File: src/rtl/mem_stage.sv
// Memory-access stage: ALU results pass straight through, loads/stores run
// as byte-serial transfers on the 8-bit memory-controller port while stalling upstream.
module mem_stage (
  input  logic        clk,
  input  logic        rst,
  input  logic [4:0]  ex_wd,
  input  logic        ex_wreg,
  input  logic [31:0] ex_wdata,
  input  logic        ex_mem_rd,
  input  logic        ex_mem_we,
  input  logic [2:0]  ex_funct3,
  input  logic [31:0] ex_mem_addr,
  input  logic [31:0] ex_store_data,
  output logic [4:0]  mem_wd,
  output logic        mem_wreg,
  output logic [31:0] mem_wdata,
  output logic        mc_req,
  output logic        mc_we,
  output logic [31:0] mc_addr,
  output logic [7:0]  mc_wdata,
  input  logic [7:0]  mc_rdata,
  input  logic        mc_ack,
  output logic        stall_req
);

  typedef enum logic [1:0] {IDLE, XFER, DONE} state_t;

  state_t      state;
  logic [1:0]  cnt;
  logic [1:0]  next_cnt;
  logic [1:0]  last;
  logic [31:0] rbuf;
  logic [31:0] load_val;
  logic [31:0] store_shift;
  logic        mem_op;
  logic        is_load;
  logic        is_store;

  // A load wins when both request bits are set, so writes only happen for pure stores.
  assign mem_op   = ex_mem_rd | ex_mem_we;
  assign is_load  = ex_mem_rd;
  assign is_store = ex_mem_we & ~ex_mem_rd;

  assign next_cnt    = cnt + 2'd1;
  assign store_shift = ex_store_data >> {next_cnt, 3'b000};

  always_comb begin
    case (ex_funct3[1:0])
      2'b00:   last = 2'd0;
      2'b01:   last = 2'd1;
      default: last = 2'd3;
    endcase
  end

  // funct3[2] selects zero-extension; otherwise the top loaded bit is replicated.
  always_comb begin
    case (last)
      2'd0:    load_val = ex_funct3[2] ? {24'b0, rbuf[7:0]}  : {{24{rbuf[7]}},  rbuf[7:0]};
      2'd1:    load_val = ex_funct3[2] ? {16'b0, rbuf[15:0]} : {{16{rbuf[15]}}, rbuf[15:0]};
      default: load_val = rbuf;
    endcase
  end

  always_ff @(posedge clk) begin
    if (rst) begin
      state    <= IDLE;
      cnt      <= 2'd0;
      rbuf     <= 32'd0;
      mc_req   <= 1'b0;
      mc_we    <= 1'b0;
      mc_addr  <= 32'd0;
      mc_wdata <= 8'd0;
    end else begin
      case (state)
        IDLE: begin
          if (mem_op) begin
            mc_req   <= 1'b1;
            mc_we    <= is_store;
            mc_addr  <= ex_mem_addr;
            mc_wdata <= ex_store_data[7:0];
            cnt      <= 2'd0;
            rbuf     <= 32'd0;
            state    <= XFER;
          end
        end
        XFER: begin
          if (mc_ack) begin
            if (is_load)
              rbuf[{cnt, 3'b000} +: 8] <= mc_rdata;
            if (cnt == last) begin
              mc_req <= 1'b0;
              state  <= DONE;
            end else begin
              cnt      <= next_cnt;
              mc_addr  <= mc_addr + 32'd1;
              mc_wdata <= store_shift[7:0];
            end
          end
        end
        DONE:    state <= IDLE;
        default: state <= IDLE;
      endcase
    end
  end

  // Writeback/stall outputs stay combinational so ALU ops see no added latency.
  always_comb begin
    stall_req = 1'b0;
    mem_wd    = ex_wd;
    mem_wreg  = ex_wreg;
    mem_wdata = ex_wdata;
    if (rst) begin
      mem_wd    = 5'd0;
      mem_wreg  = 1'b0;
      mem_wdata = 32'd0;
    end else begin
      case (state)
        IDLE: begin
          if (mem_op) begin
            stall_req = 1'b1;
            mem_wreg  = 1'b0;
          end
        end
        XFER: begin
          stall_req = 1'b1;
          mem_wreg  = 1'b0;
        end
        DONE: begin
          if (is_load) begin
            mem_wdata = load_val;
          end else begin
            mem_wreg  = 1'b0;
            mem_wdata = 32'd0;
          end
        end
        default: ;
      endcase
    end
  end

endmodule

File: config.mk
export PLATFORM = sky130hd
export DESIGN_NAME = mem_stage
export DESIGN_NICKNAME = d
export VERILOG_FILES = /design/src/rtl/mem_stage.sv
export SDC_FILE = /design/constraint.sdc
export NUM_CORES = 1
export LEC_CHECK = 0
export CAP_MARGIN = 20
export CORE_UTILIZATION = 45
export CTS_CLUSTER_SIZE = 24
export DETAILED_ROUTE_END_ITERATION = 7
export DONT_BUFFER_PORTS = 1
export PLACE_DENSITY = 0.7
export SYNTH_ARGS = -nofsm -noshare
export SYNTH_HDL_FRONTEND = slang
export SYNTH_SLANG_ARGS = --single-unit
File: constraint.sdc
create_clock -name clk -period 3.2 [get_ports clk]
set_input_delay 0.32 -clock clk [delete_from_list [all_inputs] [get_ports clk]]
set_output_delay 0.32 -clock clk [all_outputs]
set_load 0.01 [all_outputs]
==> impl_metrics.env <==
export IMPL_status="finished clean"
export IMPL_worstHoldEndpoint="mc_addr[6]"
export IMPL_cts_root_buffer="clkbuf_8"
export IMPL_placed_area_um2=4910
export IMPL_grt_overflow_total=0
export IMPL_clkPwrFrac_pct=31.9
export IMPL_start_util_pct=47.1
export IMPL_cts_buffers=9
export IMPL_syn_num_nets=794
export IMPL_ys_warn_count=0
export IMPL_p_leak_uw=0.00175
export IMPL_synth_area_um2=4930
export IMPL_hold_start="rst"
export IMPL_yosysTopAreaCell="dfxtp_1"
export IMPL_synth_seq_cells=78
export IMPL_cp_max_fo=16
export IMPL_vias_per_cell=6.41
export IMPL_areaGrowthSynthToFinish_pct=3.99
export IMPL_drt_iter0_drc=379
export IMPL_die_y_um=107
export IMPL_clkLatencyLatePin_ns=0.37
export IMPL_fmax_ghz=0.360
export IMPL_reg2reg_setup_slack_ns=0.70
export IMPL_wl_um=15000
export IMPL_yosysTopAreaCellShare_pct=31.7
export IMPL_maxCapViolations=0
export IMPL_cp_required_ns=2.88
export IMPL_setup_viol=0
export IMPL_clk_pin_slew_ns=0.09
export IMPL_p_switching_uw=817
export IMPL_synth_area_leaders="dfxtp_1 (32%), a21oi_1 (8.5%), nand2_1 (6.4%)"
export IMPL_grt_pass1_wl_um=23500
export IMPL_rr_worst_depth=6
export IMPL_drt_wirelength_per_cell_um=19.2
export IMPL_skew_ns=0.0136
export IMPL_worstReg2RegEnd="mc_addr[14]"
export IMPL_vdd_ir_drop_max_mv=0.227
export IMPL_period_needed_ns=2.78
export IMPL_switching_share_pct=35.4
export IMPL_period_share_pct=86.8
export IMPL_regToRegStartpoint="mc_addr[0]"
export IMPL_hpwl_um=10600
export IMPL_ys_flop_type="dfxtp_1"
export IMPL_ys_async_sr_fraction_pct=0
export IMPL_multi_input_area_um2=3050
export IMPL_ios=199
export IMPL_htreeDepth=3
export IMPL_avgSynthCellArea_um2=7.35
export IMPL_die_x_um=107
export IMPL_grt_max_degree=114
export IMPL_final_seq_area_um2=1560
export IMPL_fp_coreArea_um2=10500
export IMPL_cts_buffer_depth=2
export IMPL_grt_antenna_before_repair=0
export IMPL_drt_antenna_violating_nets=0
export IMPL_num_vias=5003
export IMPL_hold_depth=1
export IMPL_end_kind="output port"
export IMPL_yosys_top_cells_count="a21oi_1 (84), nand2_1 (84), dfxtp_1 (78), nor2_1 (67), o21ai_0 (43)"
export IMPL_hold_violations=0
export IMPL_fin_tns_setup_ns=0
export IMPL_std_cell_rows=37
export IMPL_clock_sinks=78
export IMPL_ys_types=72
export IMPL_fill_cells=1056
export IMPL_drive_above_1_share_pct=7.13
export IMPL_path_class="register to output port"
export IMPL_syn_inst=670
export IMPL_final_max_slew_viol_count=0
export IMPL_synth_edff_count=0
export IMPL_p_int_uw=1490
export IMPL_rsz0062_at_grt="false"
export IMPL_synth_fa_ha_area_share_pct=1.52
export IMPL_postCtsSetupRepairBufs=0
export IMPL_port_buffers=0
export IMPL_dr_pass1_iters=6
export IMPL_grt_usage_pct=26.1
export IMPL_cts_tree="built"
export IMPL_synth_compound_area_share_pct=29.2
export IMPL_yosysSeqAreaShare_pct=31.7
export IMPL_hold_class="primary input to register"
export IMPL_p_per_area_nw_per_um2=451
export IMPL_gp_congestion=0.916
export IMPL_die_area_um2=11400
export IMPL_first_global_vias=4517
export IMPL_nets=764
export IMPL_fin_area_um2=5120
export IMPL_route_detailed_drc=0
export IMPL_pwr_share_seq_pct=50.0
export IMPL_synth_mux_area_share_pct=2.06
export IMPL_setup_worst_path_start_class="register"
export IMPL_slew_limit_headroom_pct=44.9
export IMPL_pwr_share_comb_pct=18.0
export IMPL_synth_xor_area_share_pct=0.356
export IMPL_worstPathArrival_ns=2.46
export IMPL_synth_simple_area_share_pct=28.6
export IMPL_synth_top_family_by_area="compound AO/OA/AOI/OAI gates"
export IMPL_num_antenna_cells=0
export IMPL_tightest_slew_ns=0.824
repair_timing:
item / 4_1_cts / 5_1_grt
setup endpoints to repair: 0 / 10
endpoints found under the hold margin: 7 / 1
hold buffers: 2 / 1
gates resized for setup: 0 / 1
worst max-delay path, stage by stage (launching register included):
cell and delay, ns:
dfxtp_1 0.54, nor2b_1 0.18, buf_4 0.16, and2_1 0.29, and2_1 0.42, o21ai_0 0.20, a21oi_1 0.29
worst max-delay path by stage:
| stage | end | startpoint | slack, ns |
|---|---|---|---|
| floorplan | rbuf[24] | cnt[0] | 0.60 |
| global placement | mem_wdata[31] | state[1] | 0.81 |
| finish | mem_wdata[31] | state[1] | 0.42 |
| global route | mem_wdata[31] | state[1] | 0.14 |
| CTS | mem_wdata[31] | state[1] | 0.29 |
| detailed placement | mem_wdata[31] | state[1] | 0.70 |
cells in the final DEF, fill, tap and decap left out, types with 3 or more instances in the layout:
master,instances
a22oi_1,26
and4_1,4
nand4_1,9
clkbuf_8,9
dfxtp_1,78
o21bai_1,7
nor2_1,67
or3_1,5
ha_1,6
o21a_1,3
nor3_1,23
nand3b_1,5
a211oi_1,9
inv_1,11
nor2b_1,7
o21ai_0,43
nor3_2,3
nand2_1,84
and2_1,9
nand3_1,36
a311oi_1,5
mux2i_1,9
a2111o_1,3
o32ai_1,3
and3_1,6
o221ai_1,8
dlygate4sd3_1,3
a21oi_1,84
nand2b_1,8
buf_4,11
nor4_1,8
per-stage QoR:
| stage | utilization (%) | total power [uW] | instances | hold slack, ns | setup WS, ns |
|---|---|---|---|---|---|
| global route | 49.0 | 2430 | 781 | 0.00224 | 0.140 |
| detailed placement | 46.9 | 1590 | 762 | 0.401 | 0.699 |
| floorplan | - | 1510 | 670 | 0.429 | 0.595 |
| finish | 49.0 | 2310 | 781 | 0.0238 | 0.421 |
| global placement | 46.9 | 1570 | 762 | 0.399 | 0.810 |
| CTS | 48.9 | 2320 | 780 | 0.000155 | 0.290 |
power by group through the flow:
stage | clock (uW) | combinational (uW) | sequential (uW)
detailed placement | 0 | 408 | 1180
global placement | 0 | 396 | 1170
finish | 737 | 416 | 1160
global route | 791 | 467 | 1170
floorplan | 0 | 364 | 1140
CTS | 752 | 414 | 1150
cells by family after synthesis:
logic type,after synthesis
buffers and inverters,67
adders and majority gates,6
DFF,78
xor gates and xnor gates,2
muxes,10
AOI/OAI and AO/OA,221
and+or+nand+nor,286
area by class of cell:
| class | count | area share, % |
|---|---|---|
| Clock buffer | 9 | 2.42 |
| Inverter | 12 | 0.879 |
| Multi-Input combinational cell | 525 | 59.5 |
| Sequential cell | 78 | 30.5 |
| Timing Repair Buffer | 14 | 2.20 |
| Tap cell | 136 | 3.32 |
| Clock inverter | 7 | 1.25 |
state kept, by name, indices dropped and copies added (netlist names):
signal and cells:
mc_wdata 8, rbuf 32, mc_req 1, cnt 2
mc_we 1, state 2, mc_addr 32
metal layers:
layer | global-route usage [%] | vias up | wire length, um
met5 | 0 | - | 0
met1 | 35.1 | 2346 | 6460
li1 | - | 2391 | -
met3 | 7.54 | 15 | 1490
met2 | 40.4 | 251 | 6870
met4 | 7.73 | 0 | 199
No activity file was read; power rests on OpenSTA's default activity.
